===== config.mk =====
export PLATFORM = sky130hd
export DESIGN_NAME = ping_pong_stream_reader_flat
export DESIGN_NICKNAME = d
export VERILOG_FILES = /design/src/rtl/ping_pong_pkg.sv /design/src/rtl/ping_pong_stream_reader_if.sv /design/src/rtl/stream_skid_fifo.sv /design/src/rtl/ping_pong_stream_reader.sv /design/src/flat_wrapper.sv
export SDC_FILE = /design/constraint.sdc
export NUM_CORES = 1
export LEC_CHECK = 0
export ABC_AREA = 1
export BUFFER_PORTS_ARGS = -buffer_cell sky130_fd_sc_hd__buf_2
export CORE_MARGIN = 2
export CORE_UTILIZATION = 39
export DETAILED_ROUTE_END_ITERATION = 10
export GPL_TIMING_DRIVEN = 0
export MAX_ROUTING_LAYER = met4
export PLACE_DENSITY_LB_ADDON = 0.15
export SYNTH_ARGS = -nofsm -noshare
export SYNTH_HDL_FRONTEND = slang
export SYNTH_SLANG_ARGS = --single-unit

===== constraint.sdc =====
create_clock -name clk -period 7.7 [get_ports clk]
set_clock_uncertainty 0.05 [all_clocks]
set_input_delay 0.77 -clock clk [delete_from_list [all_inputs] [get_ports clk]]
set_output_delay 0.77 -clock clk [all_outputs]
set_load 0.005 [all_outputs]

===== src/rtl/ping_pong_pkg.sv =====
// Shared types and helpers for the ping-pong buffer read-side controller.
package ping_pong_pkg;

  typedef enum logic [1:0] {
    IDLE   = 2'd0,
    STREAM = 2'd1,
    DRAIN  = 2'd2
  } rd_state_t;

  // Word-address width inside one bank; never narrower than one bit.
  function automatic int addr_width(input int depth);
    return (depth > 1) ? $clog2(depth) : 1;
  endfunction

endpackage


===== src/rtl/ping_pong_stream_reader_if.sv =====
// Buffer read port plus outgoing stream of the ping-pong reader.
// Stream handshake: a word transfers on a clock edge where m_valid & m_ready;
// once m_valid is high it stays high, with m_data/m_last frozen, until that transfer.
interface ping_pong_stream_reader_if #(
  parameter int BIT_LENGTH = 64,
  parameter int DEPTH      = 16
);
  localparam int ADDR_W = ping_pong_pkg::addr_width(DEPTH);

  logic                  rd_en;
  logic                  rd_bank;
  logic [ADDR_W-1:0]     rd_addr;
  logic [BIT_LENGTH-1:0] rd_data;
  logic                  m_valid;
  logic [BIT_LENGTH-1:0] m_data;
  logic                  m_last;
  logic                  m_ready;

  modport master (
    output rd_en, rd_bank, rd_addr, m_valid, m_data, m_last,
    input  rd_data, m_ready
  );

  modport slave (
    input  rd_en, rd_bank, rd_addr, m_valid, m_data, m_last,
    output rd_data, m_ready
  );
endinterface


===== src/rtl/stream_skid_fifo.sv =====
// Two-entry fall-through FIFO: an arriving word is presented the same cycle
// when the FIFO is empty, otherwise it queues behind the stored head.
module stream_skid_fifo #(
  parameter int W = 65
) (
  input  logic         clk,
  input  logic         rst,
  input  logic         in_valid,
  input  logic [W-1:0] in_data,
  output logic         out_valid,
  output logic [W-1:0] out_data,
  input  logic         out_ready,
  output logic [1:0]   count
);
  logic [W-1:0] mem [2];
  logic         head;
  logic         tail;
  logic         stored;
  logic         pop;
  logic         push_mem;
  logic         pop_mem;

  assign stored    = (count != 2'd0);
  assign out_valid = stored | in_valid;
  assign out_data  = stored ? mem[head] : in_data;
  assign pop       = out_valid & out_ready;
  assign pop_mem   = pop & stored;
  // An arriving word consumed directly on the bypass path is never stored.
  assign push_mem  = in_valid & ~(pop & ~stored);

  always_ff @(posedge clk) begin
    if (push_mem) mem[tail] <= in_data;
  end

  always_ff @(posedge clk) begin
    if (rst) begin
      head  <= 1'b0;
      tail  <= 1'b0;
      count <= 2'd0;
    end else begin
      if (push_mem) tail <= ~tail;
      if (pop_mem)  head <= ~head;
      count <= count + {1'b0, push_mem} - {1'b0, pop_mem};
    end
  end
endmodule


===== src/rtl/ping_pong_stream_reader.sv =====
// Streams each announced bank of a two-bank ping-pong buffer, banks taken in
// strict 0,1,0,1 order, and hands a bank back once its last word is accepted.
module ping_pong_stream_reader
  import ping_pong_pkg::*;
#(
  parameter int BIT_LENGTH = 64,
  parameter int DEPTH      = 16,
  localparam int ADDR_W    = addr_width(DEPTH)
) (
  input  logic                      clk,
  input  logic                      rst,
  input  logic                      wr_done,
  input  logic                      wr_done_bank,
  input  logic [ADDR_W:0]           wr_done_len,
  output logic [1:0]                bank_free,
  ping_pong_stream_reader_if.master bus,
  output logic                      busy,
  output logic                      err,
  output rd_state_t                 fsm_state
);
  rd_state_t         state;
  logic [1:0]        full;
  logic [1:0]        full_next;
  logic [ADDR_W:0]   len [2];
  logic              cur_bank;
  logic [ADDR_W-1:0] addr_q;
  logic              inflight;
  logic              inflight_last;

  logic [1:0]        fifo_count;
  logic              fifo_valid;
  logic [BIT_LENGTH:0] fifo_out;

  logic              credit;
  logic              release_hs;
  logic              start;
  logic              chain;
  logic              rd_en;
  logic              issue_bank;
  logic [ADDR_W-1:0] issue_addr;
  logic [ADDR_W:0]   last_idx;
  logic              issue_last;
  logic              wr_ok;

  assign credit     = ({1'b0, fifo_count} + {2'b00, inflight}) < 3'd2;
  assign release_hs = (state == DRAIN) & bus.m_valid & bus.m_ready & bus.m_last;
  assign start      = (state == IDLE) & full[cur_bank] & credit;
  // Starting the next bank on the release cycle keeps back-to-back banks gap-free.
  assign chain      = release_hs & full[~cur_bank] & credit;

  always_comb begin
    issue_bank = (state == DRAIN) ? ~cur_bank : cur_bank;
    issue_addr = (state == STREAM) ? addr_q : '0;
    rd_en      = start | chain | ((state == STREAM) & credit);
    last_idx   = len[issue_bank] - (ADDR_W+1)'(1);
    issue_last = (issue_addr == last_idx[ADDR_W-1:0]);
  end

  assign wr_ok = wr_done & ~full[wr_done_bank] & (wr_done_len != '0) &
                 (wr_done_len <= (ADDR_W+1)'(DEPTH));

  // Release and acceptance never touch the same bit: acceptance needs the bank empty.
  always_comb begin
    full_next = full;
    if (release_hs) full_next[cur_bank] = 1'b0;
    if (wr_ok)      full_next[wr_done_bank] = 1'b1;
  end

  always_ff @(posedge clk) begin
    if (rst) begin
      state         <= IDLE;
      full          <= 2'b00;
      len[0]        <= '0;
      len[1]        <= '0;
      cur_bank      <= 1'b0;
      addr_q        <= '0;
      inflight      <= 1'b0;
      inflight_last <= 1'b0;
      err           <= 1'b0;
    end else begin
      inflight      <= rd_en;
      inflight_last <= rd_en & issue_last;
      full          <= full_next;
      if (wr_ok) len[wr_done_bank] <= wr_done_len;
      if (wr_done & ~wr_ok) err <= 1'b1;

      case (state)
        IDLE: begin
          if (start) begin
            addr_q <= ADDR_W'(1);
            state  <= issue_last ? DRAIN : STREAM;
          end
        end
        STREAM: begin
          if (rd_en) begin
            addr_q <= addr_q + ADDR_W'(1);
            if (issue_last) state <= DRAIN;
          end
        end
        DRAIN: begin
          if (release_hs) begin
            cur_bank <= ~cur_bank;
            if (chain) begin
              addr_q <= ADDR_W'(1);
              state  <= issue_last ? DRAIN : STREAM;
            end else begin
              state <= IDLE;
            end
          end
        end
        default: state <= IDLE;
      endcase
    end
  end

  stream_skid_fifo #(.W(BIT_LENGTH + 1)) u_fifo (
    .clk       (clk),
    .rst       (rst),
    .in_valid  (inflight),
    .in_data   ({inflight_last, bus.rd_data}),
    .out_valid (fifo_valid),
    .out_data  (fifo_out),
    .out_ready (bus.m_ready),
    .count     (fifo_count)
  );

  assign bus.rd_en   = rd_en;
  assign bus.rd_bank = issue_bank;
  assign bus.rd_addr = issue_addr;
  assign bus.m_valid = fifo_valid;
  assign bus.m_data  = fifo_out[BIT_LENGTH-1:0];
  assign bus.m_last  = fifo_out[BIT_LENGTH];

  assign bank_free = ~full;
  assign busy      = (state != IDLE) | (fifo_count != 2'd0) | inflight;
  assign fsm_state = state;
endmodule


===== src/flat_wrapper.sv =====
// flat-port wrapper written by rule: the top's interface ports become plain ports
module ping_pong_stream_reader_flat import ping_pong_pkg::*;
#(
  parameter int BIT_LENGTH = 64,
  parameter int DEPTH      = 16,
  localparam int ADDR_W    = addr_width(DEPTH)
)
  (clk, rst, wr_done, wr_done_bank, wr_done_len, bank_free, busy, err, fsm_state, bus_rd_en, bus_rd_bank, bus_rd_addr, bus_m_valid, bus_m_data, bus_m_last, bus_rd_data, bus_m_ready);
  ping_pong_stream_reader_if #(.BIT_LENGTH(BIT_LENGTH), .DEPTH(DEPTH)) bus_i ();
  input  logic clk;
  input  logic rst;
  input  logic wr_done;
  input  logic wr_done_bank;
  input  logic [ADDR_W:0] wr_done_len;
  output logic [1:0] bank_free;
  output logic busy;
  output logic err;
  output rd_state_t fsm_state;
  output wire logic [$bits(bus_i.rd_en)-1:0] bus_rd_en;
  output wire logic [$bits(bus_i.rd_bank)-1:0] bus_rd_bank;
  output wire logic [$bits(bus_i.rd_addr)-1:0] bus_rd_addr;
  output wire logic [$bits(bus_i.m_valid)-1:0] bus_m_valid;
  output wire logic [$bits(bus_i.m_data)-1:0] bus_m_data;
  output wire logic [$bits(bus_i.m_last)-1:0] bus_m_last;
  input wire logic [$bits(bus_i.rd_data)-1:0] bus_rd_data;
  input wire logic [$bits(bus_i.m_ready)-1:0] bus_m_ready;
  assign bus_rd_en = bus_i.rd_en;
  assign bus_rd_bank = bus_i.rd_bank;
  assign bus_rd_addr = bus_i.rd_addr;
  assign bus_m_valid = bus_i.m_valid;
  assign bus_m_data = bus_i.m_data;
  assign bus_m_last = bus_i.m_last;
  assign bus_i.rd_data = bus_rd_data;
  assign bus_i.m_ready = bus_m_ready;
  ping_pong_stream_reader #(.BIT_LENGTH(BIT_LENGTH), .DEPTH(DEPTH)) u_core (.clk(clk), .rst(rst), .wr_done(wr_done), .wr_done_bank(wr_done_bank), .wr_done_len(wr_done_len), .bank_free(bank_free), .bus(bus_i), .busy(busy), .err(err), .fsm_state(fsm_state));
endmodule

==> flow_summary_export.csv <==
group,metric,value,unit
status,status,"complete, no violations",
synth,yosysTopAreaCell,"edfxtp_1",
timing,period_minus_slack,3.11,ns
detailed_routing,drt_wl_total,15.9,mm
worst_setup_path,crit_top_cell,"clkbuf_1",
placed_design,dpl.hpwl,10.7,mm
detailed_routing,drcViolationCount,0,
worst_setup_path,cp-end-kind,"output port",
worst_setup_path,worst_setup_path_start_kind,"flip-flop",
power_and_ir_drop,pwr-share-clk,0.305,
clocking,cts_buffers,17,
detailed_routing,vias,5073,
synth,ys_seq_area_frac,0.678,
power_and_ir_drop,p_int,1.83,mW
power_and_ir_drop,power.density,332,nW/µm²
grt,grt_pass1_vias,4963,
worst_setup_path,worstSetupPathType,"flip-flop to output port",
die,die_x,134,µm
power_and_ir_drop,power,2.77,mW
worst_setup_path,crit_slowest_cell,"clkbuf_1",
clocking,htree_num_levels,4,
synth,synth_top_area_share,0.626,
clocking,clk_latency,0.42,ns
synth,syn_inst,630,
grt,antenna_found_initial,1,
timing,max_freq,321,MHz
grt,overflow,0,
die,start_util,0.399,
die,num_io_pins,152,
worst_setup_path,crit_fanout,10,
timing,hold_violations,0,
synth,synth_area,6620,µm²
placed_design,place_area,7740,µm²
placed_design,place_inst,1004,
synth,synth.most_common_cell,"edfxtp_1",
synth,synth_common_cells,"edfxtp_1 (138), a21oi_1 (137), nand2_1 (105), nor2_1 (93), inv_1 (44)",
run,max_cap_viol_count,0,
detailed_routing,firstDrtPassIters,5,
layout,nNetsFinal,881,
timing,fin_crit_sh,0.404,
placed_design,port_buffers,150,
power_and_ir_drop,switching_share,0.341,
clocking,clk_pin_slew,0.06,ns
synth,synth_edf_count,138,
power_and_ir_drop,seq_power_share,0.365,
clocking,cts.sinks,155,
detailed_routing,first_iter_violations,260,
synth,syn-mean-instance-area,10.5,µm²
grt,grt_max_degree,31,
power_and_ir_drop,p_switching,944,µW
layout,drive_above_1_share,0.250,
power_and_ir_drop,combPwrFrac,0.330,
worst_setup_path,critical_path_buf_inv_count,4,
placed_design,gp_congestion,0.828,
hold_path,hp-class,"flip-flop to flip-flop",
clocking,cts_hold_buffers,0,
synth,synth_ff_type,"edfxtp_1",
worst_setup_path,crit_arrival,2.29,ns
synth,yosysUniqueCellTypes,30,
die,num_rows,47,
synth,synth_seq_cells,155,
grt,grt_pass1_wl,24.9,mm
timing,maxSlewHeadroom,0.547,
layout,finish.instance_area,8340,µm²
power_and_ir_drop,ir_worst_vdd,0.150,mV
layout,fillers,1568,
worst_setup_path,max_stage_delay,0.53,ns
timing,setup_violations,0,
timing,slew_violations,0,
timing,tightest_slew,0.679,ns
timing,tns,0,ns
synth,synth_nets,708,
worst_setup_path,crit_family,"buffers and inverters",
layout,stdcell_count,1037,
worst_setup_path,cp.required,6.88,ns
grt,grtUsageTotal,0.182,
synth,yosysWarnings,0,
timing,rsz0062_at_grt,"false",
detailed_routing,routed_via_density,4.89,
clocking,root_buffer,"clkbuf_16",
clocking,cts_tree,"done",
worst_setup_path,cp_cell_sequence,"inv_1 -> nand2_2 -> clkbuf_1 -> clkbuf_1 -> nor2_1 -> a21oi_1 -> buf_2",
detailed_routing,ant_nets,0,
die,die_area,18000,µm²
synth,synthTopCellsByArea,"edfxtp_1 (63%), a21oi_1 (10%), nand2_1 (6.0%)",
clocking,clock_path_buffers,2,
clocking,cts_repair_resize_count,0,
die,die_h,134,µm
synth,async_flop_share,0,
power_and_ir_drop,leakage,3.44,nW
detailed_routing,wl_per_cell,15.3,µm
clocking,post-cts-setup-buffers,0,
layout,finish.utilization,0.503,
die,coreArea,16600,µm²
layout,area_growth,26.1,%
## worst register-to-register path: cells and delay by family (launching register included)
| family | cells | cell delay (ns) |
|---|---|---|
| DFF | 1 | 0.45 |
| adders and majority gates | 1 | 0.31 |
| xor gates and xnor gates | 1 | 0.19 |
| and+or+nand+nor | 8 | 0.83 |
| AOI/OAI and AO/OA | 1 | 0.07 |
| buffers and inverters | 1 | 0.11 |
## kinds of logic after synthesis
| kind of cell | count (synthesis) | share of synthesized area |
|---|---|---|
| buffers and inverters | 77 | 0.0450 |
| DFF | 155 | 0.678 |
| AOI/OAI and AO/OA | 155 | 0.119 |
| adders and majority gates | 4 | 0.00756 |
| xor gates and xnor gates | 2 | 0.00265 |
| and+or+nand+nor | 237 | 0.148 |
## layout by cell type, fill, tap and decap left out, types with 15 or more instances in the layout
master,Yosys,layout
clkbuf_16,0,17
nand3_1,20,20
dfxtp_1,17,17
buf_2,1,151
edfxtp_1,138,138
o21ai_0,15,15
nand2_1,105,105
inv_1,44,44
nor2_1,93,91
clkbuf_1,26,27
a21oi_1,137,137
## layer usage
metal	GRT usage	routed length (µm)	up-vias
li1	-	-	2522
met1	0.226	7110	2390
met2	0.296	7750	144
met3	0.0435	822	17
met4	0.0579	189	0
met5	-	0	-
## metrics by stage
stage,setup WS [ns],hold slack [ns]
floorplan,3.41,0.374
global placement,1.41,0.385
detailed placement,5.01,0.394
CTS,4.54,0.402
global route,4.39,0.424
finish,4.59,0.403
## path summary, 6_finish.rpt
path	endpoint	cells after the start	slack, ns	from
hold reg to reg	u_core.u_fifo.count[1]	1	0.40	u_core.u_fifo.count[1]
setup reg to reg	u_core.fsm_state[0]	12	5.57	u_core.fsm_state[0]
hold / removal	u_core.u_fifo.count[1]	1	0.40	u_core.u_fifo.count[1]
setup / recovery	bus_m_data[48]	7	4.59	u_core.u_fifo.count[0]
## power groups by stage
stage	clock network [mW]	logic [mW]	registers, mW
after floorplan	0	0.526	1.03
after global placement	0	0.897	1.04
after detailed placement	0	0.926	1.03
after CTS	0.860	0.930	1.01
after global routing	0.895	1.03	1.02
final	0.844	0.915	1.01
## layout make-up
type | instances | area (µm²) | area share
repair buffers | 154 | 831 | 0.0996
inverters | 47 | 176 | 0.0212
diodes | 1 | 2.50 | 0.000300
multi-input cells | 398 | 1850 | 0.222
plain buffers | 30 | 121 | 0.0146
clock buffers | 18 | 429 | 0.0515
clock inverters | 14 | 171 | 0.0206
well taps | 220 | 275 | 0.0330
flip-flops and latches | 155 | 4480 | 0.538
## registers in the layout, indices dropped and copies added (netlist names), named ones only
signal                flops
u_core.addr_q             4
u_core.cur_bank           1
u_core.full               2
u_core.u_fifo.head        1
u_core.err                1
u_core.u_fifo.mem       130
u_core.inflight_last      1
u_core.len                8
u_core.u_fifo.count       2
u_core.fsm_state          2
u_core.u_fifo.tail        1
u_core.inflight           1
Note: power is estimated with default switching activity, not from simulation.
